[src/rtl/uart_tx_fifo.sv]
`default_nettype none
// ============================================================================
// Module   : uart_tx_fifo
// Purpose  : UART transmitter with configurable frame, TX FIFO and CTS flow control
// Revision : 1.0 - initial release
// ============================================================================
module uart_tx_fifo #(
   parameter int CLOCK_FREQ = 50_000_000,
   parameter int BAUD_RATE  = 115_200,
   parameter int DATA_BITS  = 8,
   parameter int PARITY     = 0,
   parameter int STOP_BITS  = 1,
   parameter int FIFO_DEPTH = 8
) (
   input  logic                             sample_clock,
   input  logic                             reset,
   input  logic [DATA_BITS-1:0]             send_input,
   input  logic                             valid,
   output logic                             ready,
   input  logic                             uart_cts,
   output logic                             uart_tx,
   output logic                             uart_rts,
   output logic                             busy,
   output logic [$clog2(FIFO_DEPTH+1)-1:0]  fifo_level
);
   localparam int c_divisor = CLOCK_FREQ / BAUD_RATE;
   localparam int c_cnt_w   = $clog2(c_divisor);
   localparam int c_ptr_w   = $clog2(FIFO_DEPTH);
   localparam int c_lvl_w   = $clog2(FIFO_DEPTH + 1);
   localparam int c_bit_w   = $clog2(DATA_BITS);

   localparam logic [c_cnt_w-1:0] c_div_last  = c_cnt_w'(c_divisor - 1);
   localparam logic [c_bit_w-1:0] c_bit_last  = c_bit_w'(DATA_BITS - 1);
   localparam logic               c_stop_last = 1'(STOP_BITS - 1);
   localparam logic [c_lvl_w-1:0] c_full      = c_lvl_w'(FIFO_DEPTH);
   localparam logic               c_odd       = (PARITY == 1);

   if (c_divisor < 2) begin : g_bad_divisor
      $error("uart_tx_fifo: CLOCK_FREQ / BAUD_RATE must be >= 2");
   end
   if (DATA_BITS < 5 || DATA_BITS > 9) begin : g_bad_data_bits
      $error("uart_tx_fifo: DATA_BITS must be 5..9");
   end
   if (PARITY < 0 || PARITY > 2) begin : g_bad_parity
      $error("uart_tx_fifo: PARITY must be 0, 1 or 2");
   end
   if (STOP_BITS < 1 || STOP_BITS > 2) begin : g_bad_stop_bits
      $error("uart_tx_fifo: STOP_BITS must be 1 or 2");
   end
   if (FIFO_DEPTH < 2 || (FIFO_DEPTH & (FIFO_DEPTH - 1)) != 0) begin : g_bad_depth
      $error("uart_tx_fifo: FIFO_DEPTH must be a power of 2 and >= 2");
   end

   typedef enum logic [2:0] {
      S_IDLE   = 3'd0,
      S_START  = 3'd1,
      S_DATA   = 3'd2,
      S_PARITY = 3'd3,
      S_STOP   = 3'd4
   } state_t;

   logic [DATA_BITS-1:0] r_mem [FIFO_DEPTH];
   logic [c_ptr_w-1:0]   r_wr_ptr, r_rd_ptr;
   logic [c_lvl_w-1:0]   r_level;
   logic                 r_ready, r_rts;
   logic                 r_cts_meta, r_cts_sync;

   state_t               r_state;
   logic [c_cnt_w-1:0]   r_baud_cnt;
   logic [c_bit_w-1:0]   r_bit_idx;
   logic                 r_stop_idx;
   logic [DATA_BITS-1:0] r_shift;
   logic                 r_parity_bit;
   logic                 r_tx, r_busy;

   logic                 w_push, w_pop, w_can_start, w_bit_end, w_frame_end;
   logic [c_lvl_w-1:0]   w_level_next;
   logic [DATA_BITS-1:0] w_head;

   assign w_push       = valid && r_ready;
   assign w_can_start  = (r_level != '0) && !r_cts_sync;
   assign w_bit_end    = (r_baud_cnt == c_div_last);
   assign w_frame_end  = (r_state == S_STOP) && w_bit_end && (r_stop_idx == c_stop_last);
   // A frame is only ever launched from IDLE or straight off the last stop bit.
   assign w_pop        = w_can_start && ((r_state == S_IDLE) || w_frame_end);
   assign w_level_next = r_level + c_lvl_w'(w_push) - c_lvl_w'(w_pop);
   assign w_head       = r_mem[r_rd_ptr];

   assign ready      = r_ready;
   assign uart_tx    = r_tx;
   assign uart_rts   = r_rts;
   assign busy       = r_busy;
   assign fifo_level = r_level;

   always_ff @(posedge sample_clock) begin
      if (w_push) begin
         r_mem[r_wr_ptr] <= send_input;
      end
   end

   always_ff @(posedge sample_clock or negedge reset) begin
      if (!reset) begin
         r_wr_ptr   <= '0;
         r_rd_ptr   <= '0;
         r_level    <= '0;
         r_ready    <= 1'b1;
         r_rts      <= 1'b1;
         r_cts_meta <= 1'b1;
         r_cts_sync <= 1'b1;
      end else begin
         r_cts_meta <= uart_cts;
         r_cts_sync <= r_cts_meta;
         if (w_push) begin
            r_wr_ptr <= r_wr_ptr + c_ptr_w'(1);
         end
         if (w_pop) begin
            r_rd_ptr <= r_rd_ptr + c_ptr_w'(1);
         end
         r_level <= w_level_next;
         r_ready <= (w_level_next != c_full);
         r_rts   <= !((r_level != '0) || r_busy);
      end
   end

   always_ff @(posedge sample_clock or negedge reset) begin
      if (!reset) begin
         r_state      <= S_IDLE;
         r_baud_cnt   <= '0;
         r_bit_idx    <= '0;
         r_stop_idx   <= 1'b0;
         r_shift      <= '0;
         r_parity_bit <= 1'b0;
         r_tx         <= 1'b1;
         r_busy       <= 1'b0;
      end else if (w_pop) begin
         r_state      <= S_START;
         r_baud_cnt   <= '0;
         r_shift      <= w_head;
         r_parity_bit <= (^w_head) ^ c_odd;
         r_tx         <= 1'b0;
         r_busy       <= 1'b1;
      end else begin
         r_baud_cnt <= w_bit_end ? '0 : r_baud_cnt + c_cnt_w'(1);
         case (r_state)
            S_IDLE: begin
               r_baud_cnt <= '0;
            end
            S_START: begin
               if (w_bit_end) begin
                  r_state   <= S_DATA;
                  r_bit_idx <= '0;
                  r_tx      <= r_shift[0];
               end
            end
            S_DATA: begin
               if (w_bit_end) begin
                  if (r_bit_idx == c_bit_last) begin
                     r_stop_idx <= 1'b0;
                     if (PARITY != 0) begin
                        r_state <= S_PARITY;
                        r_tx    <= r_parity_bit;
                     end else begin
                        r_state <= S_STOP;
                        r_tx    <= 1'b1;
                     end
                  end else begin
                     r_bit_idx <= r_bit_idx + c_bit_w'(1);
                     r_shift   <= r_shift >> 1;
                     r_tx      <= r_shift[1];
                  end
               end
            end
            S_PARITY: begin
               if (w_bit_end) begin
                  r_state    <= S_STOP;
                  r_stop_idx <= 1'b0;
                  r_tx       <= 1'b1;
               end
            end
            S_STOP: begin
               if (w_bit_end) begin
                  if (r_stop_idx == c_stop_last) begin
                     r_state <= S_IDLE;
                     r_busy  <= 1'b0;
                  end else begin
                     r_stop_idx <= 1'b1;
                  end
               end
            end
            default: begin
               r_state <= S_IDLE;
               r_tx    <= 1'b1;
               r_busy  <= 1'b0;
            end
         endcase
      end
   end

endmodule
`default_nettype wire

[config.mk]
export PLATFORM = sky130hd
export DESIGN_NAME = uart_tx_fifo
export DESIGN_NICKNAME = d
export VERILOG_FILES = /design/src/rtl/uart_tx_fifo.sv
export SDC_FILE = /design/constraint.sdc
export NUM_CORES = 1
export LEC_CHECK = 0
export ABC_AREA = 1
export BUFFER_PORTS_ARGS = -buffer_cell sky130_fd_sc_hd__buf_2
export CAP_MARGIN = 20
export CORE_UTILIZATION = 30
export CTS_CLUSTER_DIAMETER = 40
export DETAILED_ROUTE_END_ITERATION = 6
export PLACE_DENSITY = 0.46
export SLEW_MARGIN = 20
export SYNTH_ARGS = -nofsm -noshare
export SYNTH_HDL_FRONTEND = slang
export SYNTH_SLANG_ARGS = --single-unit
[constraint.sdc]
create_clock -name sample_clock -period 2.2 [get_ports sample_clock]
set_input_delay 0.22 -clock sample_clock [delete_from_list [all_inputs] [get_ports sample_clock]]
set_output_delay 0.22 -clock sample_clock [all_outputs]
set_load 0.01 [all_outputs]
# Word-level counts from Yosys, hierarchy flattened
# Memory sizes are Yosys's and may differ from the RTL's.
# Cells that the tools add are included.
dict set report word_totals {
  inputBits 12
  mem_count 1
  ff_bits 40
  word_cells 106
  mem_bits_rw 64
}
# memory words width rd rd_clocked_by_memory_dff write_ports line_no
set memory_table {}
lappend memory_table {r_mem 8 8 1 0 1 62} ;# logic [DATA_BITS-1:0] r_mem [FIFO_DEPTH];
dict set report op_classes {
  mux 37
  n_eq_ne 23
  n_reduce_logical 23
  n_addsub 6
  bitwise_logic 2
}
# operator n
set op_table {}
lappend op_table {{2-to-1 mux 8 bit} 4}
lappend op_table {{2-to-1 mux 3 bit} 10}
lappend op_table {{2-to-1 mux 9 bit} 3}
lappend op_table {{!= test 3 bit, second input constant} 6}
lappend op_table {{!= test 2 bit, second input constant} 8}
lappend op_table {{2-to-1 mux 1 bit} 15}
lappend op_table {{case mux 3 bit (5 select lines)} 1}
lappend op_table {{adder 3 x 1 -> 3 bit, second input constant} 3}
lappend op_table {{adder 9 x 1 -> 9 bit, second input constant} 1}
lappend op_table {{== test 9 bit, second input constant} 1}
lappend op_table {{AND reduction 7 bit} 1}
lappend op_table {{== test 3 x 2 -> 1 bit, second input constant} 2}
lappend op_table {{== test 3 bit, second input constant} 2}
lappend op_table {{case mux 3 bit (2 select lines)} 1}
lappend op_table {{AND reduction 3 bit} 2}
lappend op_table {{AND reduction 6 bit} 1}
lappend op_table {{nonzero test 2 bit} 3}
lappend op_table {{logical AND 1 bit} 5}
lappend op_table {{AND reduction 5 bit} 1}
lappend op_table {{adder 4 x 1 -> 4 bit} 1}
lappend op_table {{!= test 2 x 1 -> 1 bit, second input constant} 2}
lappend op_table {{!= test 4 bit, second input constant} 1}
lappend op_table {{case mux 1 bit (4 select lines)} 1}
lappend op_table {{AND reduction 4 bit} 1}
lappend op_table {{12 further kinds} 15}

# Depth between registers and ports, before layout
dict set report logic_depth {
  ltp_word 7
  depth_mapped 16
}

# Worst setup path before layout
# OpenSTA, ideal clock, no wires.
dict set report synth_path {
  kind {register to register}
  startpoint {register r_baud_cnt[0]}
  endpoint {register r_ready (netlist: ready)}
  setup_time_ns 0.083
  n_path_buf 1
  arrival_ns 2.317
  path_stages_with_launch 16
  slack_ns -0.199
  synth_period_minus_slack_ns 2.399
  required_time_ns 2.117
  path_cell_list {dfrtp_1 ha_1 nand2_1 nor2_1 nand2_2 nand2_2 nand2_4 inv_4 buf_12 ha_1 inv_1 ha_1 fa_1 xor2_1 nor3_1 nand2_1}
}
dict set report synth_between {
  elab_chain_cells 7
}
# item line_no
set synth_lines {}
lappend synth_lines {{start: declaration} 69} ;# logic [c_cnt_w-1:0] r_baud_cnt;
lappend synth_lines {{start signal: assignment} 143} ;# r_baud_cnt <= w_bit_end ? '0 : r_baud_cnt + c_cnt_w'(1);
lappend synth_lines {{== test 9 bit} 82} ;# assign w_bit_end = (r_baud_cnt == c_div_last);
lappend synth_lines {{logical AND 1 bit (2 in series)} 83} ;# assign w_frame_end = (r_state == S_STOP) && w_bit_end && (r_stop_idx == c_stop_last);
lappend synth_lines {{logical OR 1 bit} 85} ;# assign w_pop = w_can_start && ((r_state == S_IDLE) || w_frame_end);
lappend synth_lines {{logical AND 1 bit} 85}
lappend synth_lines {{via w_pop} 76} ;# logic w_push, w_pop, w_can_start, w_bit_end, w_frame_end;
lappend synth_lines {{subtractor 4 x 1 -> 4 bit} 86} ;# assign w_level_next = r_level + c_lvl_w'(w_push) - c_lvl_w'(w_pop);
lappend synth_lines {{via w_level_next[2]} 77} ;# logic [c_lvl_w-1:0] w_level_next;
lappend synth_lines {{!= test 4 bit} 120} ;# r_ready <= (w_level_next != c_full);
lappend synth_lines {{end signal: assignment} 120}
lappend synth_lines {{end: declaration} 65} ;# logic r_ready, r_rts;
# The timed path passes the listed nets, and every way through them passes these cells.
# A chain may end at the register's enable or synchronous reset.

# Worst setup path after layout
dict set report layout_path {
  startpoint {register r_baud_cnt[1]}
  endpoint {register r_ready (netlist: ready)}
}
dict set report layout_between {
  elab_chain_cells 7
}
# item line_no
set layout_lines {}
lappend layout_lines {{== test 9 bit} 82}
lappend layout_lines {{logical AND 1 bit (2 in series)} 83}
lappend layout_lines {{logical OR 1 bit} 85}
lappend layout_lines {{logical AND 1 bit} 85}
lappend layout_lines {{subtractor 4 x 1 -> 4 bit} 86}
lappend layout_lines {{via w_level_next[1]} 77}
lappend layout_lines {{!= test 4 bit} 120}
# The timed path passes the listed nets, and every way through them passes these cells.

==> run summary <==
During I/O placement, the number of pins put on the boundary was 20. The buffer depth of the longest clock path came out at 2. STA puts the critical path data arrival time at 2.42 ns. Global routing used 13.59% of the available tracks across all layers.

The largest fanout on the critical path came out at 2. The die height came out at 125.9 um. The number of buffers and inverters on the critical path came out at 3.

The number of global-route vias before repair is 3045. The wire length per cell is 14.27 um. The signal on the critical path passes through inv_1 > ha_2 > nand2_2 > nor2_2 > nand2_2 > nand2_2 > nand2_4 > inv_4 > ha_4 > inv_2 > ha_4 > fa_2 > nor3_2 > nand2_1. The min-delay analysis places its worst path in the category in2reg.

The mean cell area of the mapped netlist came out at 10.14 um^2. TritonCTS created 9 clock buffers. The remaining antenna violation count after routing is 0. Detailed placement finished with a half-perimeter wire length of 6256 um. Yosys attributes the largest share of cell area to edfxtp_1 42%, dfrtp_1 18%, nand2_1 8.1%, nor2_1 5.3%, nand3_1 4.0%. The clock sink count came out at 103. The synthesized flop and latch total is 103. The count of final max-slew check failures is 0. The clock-pin slew reported for the worst setup and hold paths after clock tree synthesis is 0.07 ns. The area growth from synthesis to layout is 16.66%. The worst path in the final design needs a cycle of 2.154 ns, including I/O delays and setup. The number of antenna violations at the first check in global routing is 0. The cell family with the largest share of critical-path delay is adder cells. The TritonCTS clock tree is done.

The overall via count from detail_route came out at 3074. For this run, the post-layout net count is 520. Setup repair after global routing could not meet its margin everywhere. The kind of capture point of the worst setup path is a flop. The run finished with clean final reports. The required time at the endpoint of the critical path came out at 2.47 ns. The cell area after synthesis came out at 4604 um^2. At the pin with the least slew margin, the transition time is 0.5784 ns. The deepest level of the CTS H-tree is 3. The detailed-route wire length came out at 9776 um. The worst pin sits at a relative slew slack of 61.38%. The Yosys step of the flow raised 0 warnings. The total global routing overflow is 0. For this run, design rule violations remaining after detail routing come to 0. The total negative setup slack came out at 0 ns. The number of DRC violations after detailed-routing iteration 0 came out at 145. The largest area contributor in the netlist is edfxtp_1. On the critical path, the stage with the largest delay is an instance of fa_2.

The portion of synthesized cell area occupied by the leading cell type is 41.74%. The total of endpoints with negative setup slack in the final report is 0. The critical path launch point type is a flop. The worst clock skew came out at 0.005154 ns. By startpoint and endpoint, the worst setup path is classified as reg2reg. The register area share after synthesis came out at 63.07%. Power spread over the standard cell area amounts to 874.1 nW/um^2. The post-place setup slack came out at 0.03692 ns. The final worst hold slack came out at 0.1524 ns.

The hold violation count in the final report is 0. The share of final-layout standard cells stronger than drive strength 1 came out at 18.76%. The maximum vdd ir drop came out at 0.3919 mV.

The wire length of the first global-routing pass is 16260 um. The number of diodes added for antenna fixing is 0. The worst setup margin came out at 0.04617 ns. The net count of the mapped netlist is 478. The first-pass iteration count of the detailed router is 5. The clock reaches the later pin of the worst-skew pair after 0.34 ns. The max-cap violation count came out at 0. The die boundary width is 125.9 um. The post-detailed-route via-to-cell ratio is 4.488.

In this design, the stage delay of the slowest critical-path cell is 0.44 ns. The post-route clock period utilization came out at 97.90%. The area of the core came out at 14750 um^2. The full die area came out at 15850 um^2. The maximum achievable frequency came out at 464.3 MHz. The initial utilization of the core area, before any placement, comes to 31.21%. The count of buffers inserted at the top-level ports is 19. The root buffer cell is clkbuf_16.

The cell count after synthesis is 454. After synthesis, the netlist uses 30 different library cells. At the end of routability-driven placement, the weighted congestion stood at 0.7191.

Entering global routing, the biggest net connects 40 pins. The row count came out at 44. The most used cell along the critical path is nand2_2.

The static leakage came out at 2.277 nW.
==> layer usage <==
| metal | vias to the layer above | GRT usage [%] | wire length (um) |
|---|---|---|---|
| met2 | 29 | 21.77 | 4723 |
| met3 | 2 | 2.761 | 226 |
| met5 | - | 0 | 0 |
| met4 | 0 | 4.465 | 47 |
| met1 | 1481 | 18.43 | 4778 |
| li1 | 1562 | - | - |
==> power breakdown <==
group | internal [mW] | leakage (nW) | switching [mW]
registers | 2.29 | 1.05 | 0.0750
logic | 0.284 | 1.08 | 0.439
clock network | 0.893 | 0.144 | 0.714
==> state kept, by name, indices dropped and copies added, names as in the netlist, 3 cells and up <==
name	count
fifo_level	4
r_mem	64
r_bit_idx	3
r_wr_ptr	3
r_state	3
r_shift	8
r_baud_cnt	9
r_rd_ptr	3
==> metrics by stage <==
stage | cells | cell area, um^2 | power, mW | util [%]
global placement | 665 | 5034 | 3.103 | 34.12
floorplan | 454 | 4639 | 2.833 | -
CTS | 683 | 5351 | 4.742 | 36.27
detailed placement | 665 | 5034 | 3.121 | 34.12
finish | 685 | 5371 | 4.695 | 36.41
global route | 685 | 5371 | 4.954 | 36.41
==> kinds of logic (layout without fill, tap and decap cells) <==
family | count (synthesis) | count (layout) | synth area share, %
XOR/XNOR | 8 | 8 | 1.685
adder cells (fa/ha/maj) | 12 | 12 | 3.424
flip-flops | 103 | 103 | 63.07
buffers and inverters | 65 | 112 | 6.223
AO/OA/AOI/OAI | 45 | 45 | 5.054
AND/OR/NAND/NOR | 221 | 221 | 20.54
==> layout make-up <==
type	count	area, um^2
multi-input cells	286	1454
repair buffers	44	287.8
flip-flops and latches	103	2904
inverters	52	197.7
clock buffers	10	229.0
clock inverters	6	68.82
fillers	1454	9383
well taps	184	230.2
==> cell usage in the layout (no fill, tap or decap), drive strengths merged <==
cell,instances
nor2,69
o21ai,34
nor3,2
clkbuf,10
nand3,41
inv,53
nor3b,2
bufinv,1
dfstp,5
xnor2,3
edfxtp,64
xor2,5
buf,42
dlygate4sd3,2
or2,1
clkinvlp,1
clkinv,3
fa,1
dfrtp,34
ha,11
a21oi,11
nand2,106
==> synth_stat cells, drive strengths merged <==
| cell | instances |
|---|---|
| nor3 | 2 |
| a21oi | 11 |
| dfrtp | 34 |
| xnor2 | 3 |
| fa | 1 |
| nor3b | 2 |
| dfstp | 5 |
| edfxtp | 64 |
| nand3 | 41 |
| nor2 | 69 |
| clkinv | 1 |
| xor2 | 5 |
| inv | 51 |
| o21ai | 34 |
| nand2 | 106 |
| buf | 13 |
| or2 | 1 |
| ha | 11 |
==> repair_timing <==
action / 4_1_cts / 5_1_grt
setup endpoints to repair: 0 / 1
endpoints found under the hold margin: 35 / 0
gates resized for setup: 0 / 2
buffers inserted: 0 / 2
hold buffers: 2 / 0
==> worst paths after layout <==
| kind | slack [ns] | cells after the start | startpoint | to |
|---|---|---|---|---|
| setup / recovery | 0.05 | 14 | r_baud_cnt[1] | ready |
| setup reg to reg | 0.05 | 14 | r_baud_cnt[1] | ready |
| hold / removal | 0.15 | 1 | send_input[5] | r_mem[0][5] |
| max in group asynchronous | 1.34 | 3 | reset | uart_tx |
| hold reg to reg | 0.36 | 0 | r_cts_meta | r_cts_sync |
| min in group asynchronous | 0.47 | 3 | reset | r_rd_ptr[2] |
Power figures use the tool's default switching activity.
